## src/rtl/capture_sequencer_if.sv

```systemverilog
// Handshake between the capture sequencer (master) and the BRAM capture engine (slave):
// level enable, decimation code, and the engine's completion flag.
interface capture_sequencer_if #(
    parameter int DEC_W = 22
);
    logic             cap_enable_o;
    logic [DEC_W-1:0] cap_dec_code_o;
    logic             cap_done_i;

    modport master (
        output cap_enable_o,
        output cap_dec_code_o,
        input  cap_done_i
    );

    modport slave (
        input  cap_enable_o,
        input  cap_dec_code_o,
        output cap_done_i
    );
endinterface

```

## src/rtl/capture_sequencer.sv

```systemverilog
// Round-robin sequencer sharing one BRAM capture engine between N_REQ requesters, with timeout/abort.
// Optional statistics counters are compiled in when CAP_SEQ_STATS_EN is defined.
module capture_sequencer #(
    parameter int N_REQ = 3,
    parameter int DEC_W = 22,
    parameter int TO_W  = 32,
    parameter int GAP   = 2
) (
    input  logic                   pdh_clk,
    input  logic                   rst_ni,
    input  logic [N_REQ-1:0]       req_i,
    input  logic [N_REQ*DEC_W-1:0] dec_code_i,
    input  logic [TO_W-1:0]        timeout_cycles_i,
    input  logic                   abort_i,
    output logic [N_REQ-1:0]       grant_o,
    output logic                   busy_o,
    output logic [N_REQ-1:0]       done_o,
    output logic [N_REQ-1:0]       timeout_o,
`ifdef CAP_SEQ_STATS_EN
    input  logic                   stats_clr_i,
    output logic [31:0]            cap_count_o,
    output logic [31:0]            to_count_o,
`endif
    capture_sequencer_if.master    cap
);

    typedef enum logic [2:0] {
        IDLE,
        START,
        WAIT_LOW,
        WAIT_DONE,
        RELEASE
    } state_t;

    localparam int PW = (N_REQ > 1) ? $clog2(N_REQ) : 1;
    localparam int GW = $clog2(GAP) + 1;
    localparam logic [PW-1:0]    PTR_LAST = PW'(N_REQ - 1);
    localparam logic [GW-1:0]    GAP_LAST = GW'(GAP - 1);
    localparam logic [N_REQ-1:0] ONE_HOT0 = N_REQ'(1);

    state_t              state;
    logic [PW-1:0]       rr_ptr;
    logic [TO_W-1:0]     to_cnt;
    logic                to_en;
    logic [GW-1:0]       gap_cnt;

    logic [2*N_REQ-1:0]  req_rot;
    logic                rr_hit;
    logic [PW-1:0]       rr_win;
    logic [DEC_W-1:0]    win_code;
    logic                to_expire;

    // NOTE: every variable written here gets a default first, so no latch is inferred.
    always_comb begin
        int w;
        req_rot  = {req_i, req_i} >> rr_ptr;
        rr_hit   = 1'b0;
        rr_win   = '0;
        win_code = '0;
        w        = 0;
        for (int i = 0; i < N_REQ; i++) begin
            if (!rr_hit && req_rot[i]) begin
                rr_hit = 1'b1;
                w      = int'(rr_ptr) + i;
                if (w >= N_REQ) w = w - N_REQ;
                rr_win = PW'(w);
            end
        end
        for (int i = 0; i < N_REQ; i++) begin
            if (rr_win == PW'(i)) win_code = dec_code_i[i*DEC_W +: DEC_W];
        end
    end

    // Expire on the cycle the counter would reach zero; a zero load disables the timeout.
    assign to_expire = to_en && (to_cnt <= TO_W'(1));
    assign busy_o    = (state != IDLE);

    // NOTE: sequential state uses non-blocking assignments so every register samples pre-edge values.
    always_ff @(posedge pdh_clk or negedge rst_ni) begin
        if (!rst_ni) begin
            state              <= IDLE;
            rr_ptr             <= '0;
            to_cnt             <= '0;
            to_en              <= 1'b0;
            gap_cnt            <= '0;
            grant_o            <= '0;
            done_o             <= '0;
            timeout_o          <= '0;
            cap.cap_enable_o   <= 1'b0;
            cap.cap_dec_code_o <= '0;
        end else begin
            done_o    <= '0;
            timeout_o <= '0;
            case (state)
                IDLE: begin
                    if (rr_hit) begin
                        grant_o            <= ONE_HOT0 << rr_win;
                        cap.cap_dec_code_o <= (win_code == '0) ? DEC_W'(1) : win_code;
                        rr_ptr             <= (rr_win == PTR_LAST) ? '0 : rr_win + 1'b1;
                        state              <= START;
                    end
                end
                START: begin
                    to_cnt <= timeout_cycles_i;
                    to_en  <= |timeout_cycles_i;
                    if (abort_i) begin
                        timeout_o <= grant_o;
                        gap_cnt   <= '0;
                        state     <= RELEASE;
                    end else begin
                        cap.cap_enable_o <= 1'b1;
                        state            <= WAIT_LOW;
                    end
                end
                WAIT_LOW, WAIT_DONE: begin
                    // A completion seen in WAIT_DONE beats a simultaneous abort or expiry.
                    if (state == WAIT_DONE && cap.cap_done_i) begin
                        done_o           <= grant_o;
                        cap.cap_enable_o <= 1'b0;
                        to_cnt           <= '0;
                        gap_cnt          <= '0;
                        state            <= RELEASE;
                    end else if (abort_i || to_expire) begin
                        timeout_o        <= grant_o;
                        cap.cap_enable_o <= 1'b0;
                        to_cnt           <= '0;
                        gap_cnt          <= '0;
                        state            <= RELEASE;
                    end else begin
                        if (to_en && to_cnt != '0) to_cnt <= to_cnt - 1'b1;
                        if (state == WAIT_LOW && !cap.cap_done_i) state <= WAIT_DONE;
                    end
                end
                RELEASE: begin
                    if (gap_cnt == GAP_LAST) begin
                        grant_o <= '0;
                        state   <= IDLE;
                    end else begin
                        gap_cnt <= gap_cnt + 1'b1;
                    end
                end
                default: state <= IDLE;
            endcase
        end
    end

`ifdef CAP_SEQ_STATS_EN
    always_ff @(posedge pdh_clk or negedge rst_ni) begin
        if (!rst_ni) begin
            cap_count_o <= '0;
            to_count_o  <= '0;
        end else if (stats_clr_i) begin
            cap_count_o <= '0;
            to_count_o  <= '0;
        end else begin
            if (|done_o)    cap_count_o <= cap_count_o + 32'd1;
            if (|timeout_o) to_count_o  <= to_count_o + 32'd1;
        end
    end
`endif

endmodule

```

## src/flat_wrapper.sv

```systemverilog
// flat-port wrapper written by rule: the top's interface ports become plain ports
module capture_sequencer_flat 
#(
    parameter int N_REQ = 3,
    parameter int DEC_W = 22,
    parameter int TO_W  = 32,
    parameter int GAP   = 2
)
  (pdh_clk, rst_ni, req_i, dec_code_i, timeout_cycles_i, abort_i, grant_o, busy_o, done_o, timeout_o, cap_cap_enable_o, cap_cap_dec_code_o, cap_cap_done_i);
  capture_sequencer_if #(.DEC_W(DEC_W)) cap_i ();
  input  logic pdh_clk;
  input  logic rst_ni;
  input  logic [N_REQ-1:0] req_i;
  input  logic [N_REQ*DEC_W-1:0] dec_code_i;
  input  logic [TO_W-1:0] timeout_cycles_i;
  input  logic abort_i;
  output logic [N_REQ-1:0] grant_o;
  output logic busy_o;
  output logic [N_REQ-1:0] done_o;
  output logic [N_REQ-1:0] timeout_o;
  output wire logic [$bits(cap_i.cap_enable_o)-1:0] cap_cap_enable_o;
  output wire logic [$bits(cap_i.cap_dec_code_o)-1:0] cap_cap_dec_code_o;
  input wire logic [$bits(cap_i.cap_done_i)-1:0] cap_cap_done_i;
  assign cap_cap_enable_o = cap_i.cap_enable_o;
  assign cap_cap_dec_code_o = cap_i.cap_dec_code_o;
  assign cap_i.cap_done_i = cap_cap_done_i;
  capture_sequencer #(.N_REQ(N_REQ), .DEC_W(DEC_W), .TO_W(TO_W), .GAP(GAP)) u_core (.pdh_clk(pdh_clk), .rst_ni(rst_ni), .req_i(req_i), .dec_code_i(dec_code_i), .timeout_cycles_i(timeout_cycles_i), .abort_i(abort_i), .grant_o(grant_o), .busy_o(busy_o), .done_o(done_o), .timeout_o(timeout_o), .cap(cap_i));
endmodule
```

## config.mk

```make
export PLATFORM = sky130hd
export DESIGN_NAME = capture_sequencer_flat
export DESIGN_NICKNAME = d
export VERILOG_FILES = /design/src/rtl/capture_sequencer_if.sv /design/src/rtl/capture_sequencer.sv /design/src/flat_wrapper.sv
export SDC_FILE = /design/constraint.sdc
export NUM_CORES = 1
export LEC_CHECK = 0
export CORE_MARGIN = 2
export CORE_UTILIZATION = 50
export CTS_CLUSTER_DIAMETER = 80
export CTS_CLUSTER_SIZE = 14
export DETAILED_ROUTE_END_ITERATION = 12
export GPL_TIMING_DRIVEN = 0
export PLACE_DENSITY = 0.9
export SLEW_MARGIN = 30
export SYNTH_ARGS = -nofsm -noshare
export SYNTH_HDL_FRONTEND = slang
export SYNTH_SLANG_ARGS = --single-unit
```

## constraint.sdc

```tcl
create_clock -name pdh_clk -period 8.5 [get_ports pdh_clk]
set_input_delay 2.55 -clock pdh_clk [delete_from_list [all_inputs] [get_ports pdh_clk]]
set_output_delay 2.55 -clock pdh_clk [all_outputs]
set_load 0.01 [all_outputs]
```

==> results.yml <==
status:
  outcome: "finished clean"
power_and_ir_drop:
  clkPwrFrac_pct: 15.7
  cellLeakagePower_uw: 0.00245
  pwr-share-comb_pct: 55.7
  p_seq_share_pct: 28.7
  ir_drop_mv: 0.231
  power_report.internal_total_uw: 1210
  p_total_uw: 2200
  power_switching_uw: 986
  cellPowerDensity_nw_per_um2: 363
  p_sw_share_pct: 44.9
clocking:
  h-tree-depth: 3
  root_buffer: "clkbuf_8"
  clk_pin_slew_ns: 0.08
  cts.path.max_buffers: 2
  ctsResizeCount: 0
  postCtsSetupBuffers: 0
  cts_tree: "yes"
  clock-sinks: 72
  holdBufCountCts: 0
  cts_buffers: 9
  clock_latency_ns: 0.36
placed_design:
  hpwl_mm: 10.6
  io_buffers: 136
  globalplace.congestion: 0.943
grt:
  antenna_found_initial: 0
  grt_max_degree: 53
  grt_pass1_wl_mm: 23.3
  grt_pass1_vias: 5087
  overflow: 0
  track_usage_pct: 32.6
critical_path:
  critPathRequiredTime_ns: 8.77
  rr_startpoint: "u_core.to_cnt[12]$_DFFE_PN0P_"
  startpoint: "req_i[2]"
  path_class: "in2reg"
  crit_path_end_kind: "register"
  worst_ep_arrival_time_ns: 6.14
  cp_max_fo: 10
  ff2ff_path_depth: 11
  startpoint_type: "input pin"
timing:
  slew_headroom_pct: 47.5
  hold_viol: 0
  slew_violations: 0
  max_freq_ghz: 0.170
  grt_setup_unrepaired: "no"
  setup-violations-final: 0
  min_period_ns: 5.87
  finClkSkew_ns: 0.00819
  max_slew.worst_pin.slew_ns: 0.785
  setup_tns_ns: 0
  final.period_utilization_pct: 69.1
synthesis:
  ys_async_sr_fraction_pct: 100
  synth_ff_type: "dfrtp_1"
  synth_cells: 503
  synth.distinct_cells: 56
  synth_seq_cells: 72
  synth-seq-area-share_pct: 42.1
  avgSynthCellArea_um2: 8.50
  netlist_area_um2: 4280
  synth_edf_count: 0
  yosys_warnings: 0
  syn-num-nets: 616
drt:
  vias_per_cell: 6.29
  drc_errors: 0
  firstDrtPassIters: 6
  postRouteAntennaNets: 0
  routedWlPerCell_um: 19.0
  drt-total-wl_mm: 14.5
  drt-initial-drc-count: 493
  vias: 4786
final_layout:
  fill_cells: 611
  insertedDiodeCount: 0
  fin_nets: 764
  seq_area_um2: 1800
  synthToLayoutAreaGrowth_pct: 41.6
  layout-drive-gt1-share_pct: 5.79
  multi_input_area_um2: 2280
floorplan:
  die_h_um: 96.5
  core_area_um2: 8260
  dieArea_um2: 9310
  die_w_um: 96.5
  initial_core_util_pct: 51.8
  ios: 138
  rows: 33
hold_path:
  worstHoldStart: "u_core.cap.cap_dec_code_o[20]$_DFFE_PN0P_"
  hold_class: "reg2reg"
  hold_depth: 1
flow_run:
  max_cap_viol_count: 0
path summary, 6_finish.rpt:
path                                                             end  slack (ns)
min in group asynchronous                u_core.state[1]$_DFFE_PN0P_        2.07
max in group asynchronous  u_core.cap.cap_dec_code_o[11]$_DFFE_PN0P_        5.89
min                        u_core.cap.cap_dec_code_o[20]$_DFFE_PN0P_        0.50
min reg2reg                u_core.cap.cap_dec_code_o[20]$_DFFE_PN0P_        0.50
max                         u_core.cap.cap_dec_code_o[0]$_DFFE_PN0P_        2.63
max reg2reg                            u_core.to_cnt[23]$_DFFE_PN0P_        4.79
layout make-up:
type                       instances  area share, %
timing repair buffer             137           22.9
clock buffer                       9           2.05
buffer                            32           2.34
inverter                          17           1.05
tap                              105           2.17
sequential                        72           29.8
multi-input combinational        382           37.6
clock inverter                     7           2.11
routing by layer:
layer  wire length [µm]  up-vias  GRT usage [%]
li1                   -     2154              -
met1               5180     2232           35.6
met2               7070      333           54.9
met3               1470       67           9.93
met4                736        0           20.9
met5                  0        -              0
cells in the final DEF, fill, tap and decap left out, types with 3 or more instances in the layout:
master / instances
a21oi_1: 59
a221oi_1: 9
a22oi_1: 14
a31oi_1: 8
a32oi_1: 8
and2_1: 9
and3_1: 13
bufinv_16: 3
clkbuf_1: 26
clkbuf_8: 9
clkdlybuf4s50_1: 135
dfrtp_1: 72
ha_1: 8
inv_1: 17
mux2_2: 6
mux2i_1: 6
nand2_1: 31
nand2b_1: 6
nand4_1: 8
nor2_1: 58
nor2b_1: 3
nor3_1: 14
nor4_1: 15
o21ai_0: 60
o22ai_1: 6
or3_1: 5
Yosys cell counts, types with 3 or more instances:
library cell	count	share of area, %
a21oi_1	59	6.9
a221oi_1	9	1.8
a22oi_1	14	2.5
a31oi_1	8	1.2
a32oi_1	8	1.6
and2_1	9	1.3
and3_1	13	1.9
clkbuf_1	26	2.3
dfrtp_1	72	42
ha_1	8	2.3
inv_1	17	1.5
mux2_2	6	1.6
mux2i_1	6	1.4
nand2_1	31	2.7
nand2b_1	6	0.88
nand4_1	8	1.2
nor2_1	58	5.1
nor2b_1	3	0.44
nor3_1	14	1.6
nor4_1	15	2.2
o21ai_0	60	7.0
o22ai_1	6	0.88
or3_1	5	0.73
critical path, cell delays in order:
cell and delay (ns):
clkdlybuf4s50_1 0.60, or4b_4 0.52, a31oi_4 0.17, o21ai_2 0.08, nand2_1 0.22, clkbuf_1 0.49, mux2_2 0.40, a22oi_1 0.19
nand4_1 0.13, or4_1 0.58, o31ai_1 0.21
power groups by stage:
| stage | combinational, µW | sequential, µW | clock [µW] |
|---|---|---|---|
| after floorplan | 738 | 624 | 0 |
| after CTS | 1200 | 622 | 345 |
| final | 1220 | 630 | 344 |
| after detailed placement | 1190 | 623 | 0 |
| after global routing | 1350 | 646 | 362 |
| after global placement | 1150 | 616 | 0 |
logic make-up after synthesis:
| group | synth area share, % |
|---|---|
| fa+ha+maj | 2.34 |
| mux | 2.99 |
| compound gates | 26.5 |
| flops | 42.1 |
| simple gates | 21.2 |
| buf+inv | 4.80 |
metrics by stage:
step / cell area, µm² / util (%) / setup slack [ns] / cells / hold slack [ns]
3_3_place_gp: 5770 / 69.8 / 2.37 / 744 / 0.477
6_report: 6050 / 73.3 / 2.63 / 761 / 0.504
2_1_floorplan: 4280 / - / 3.25 / 503 / 0.459
5_1_grt: 6050 / 73.3 / 2.46 / 761 / 0.530
4_1_cts: 6040 / 73.2 / 2.67 / 761 / 0.505
3_5_place_dp: 5790 / 70.2 / 2.32 / 745 / 0.487
registers in the layout, summed over array words and instances (netlist names), 2 cells and up:
signal / count
u_core.rr_ptr: 2
u_core.timeout_o: 3
u_core.to_cnt: 32
u_core.grant_o: 3
u_core.cap.cap_dec_code_o: 22
u_core.state: 3
u_core.done_o: 3
u_core.gap_cnt: 2
(Power assumes the default switching activity.)
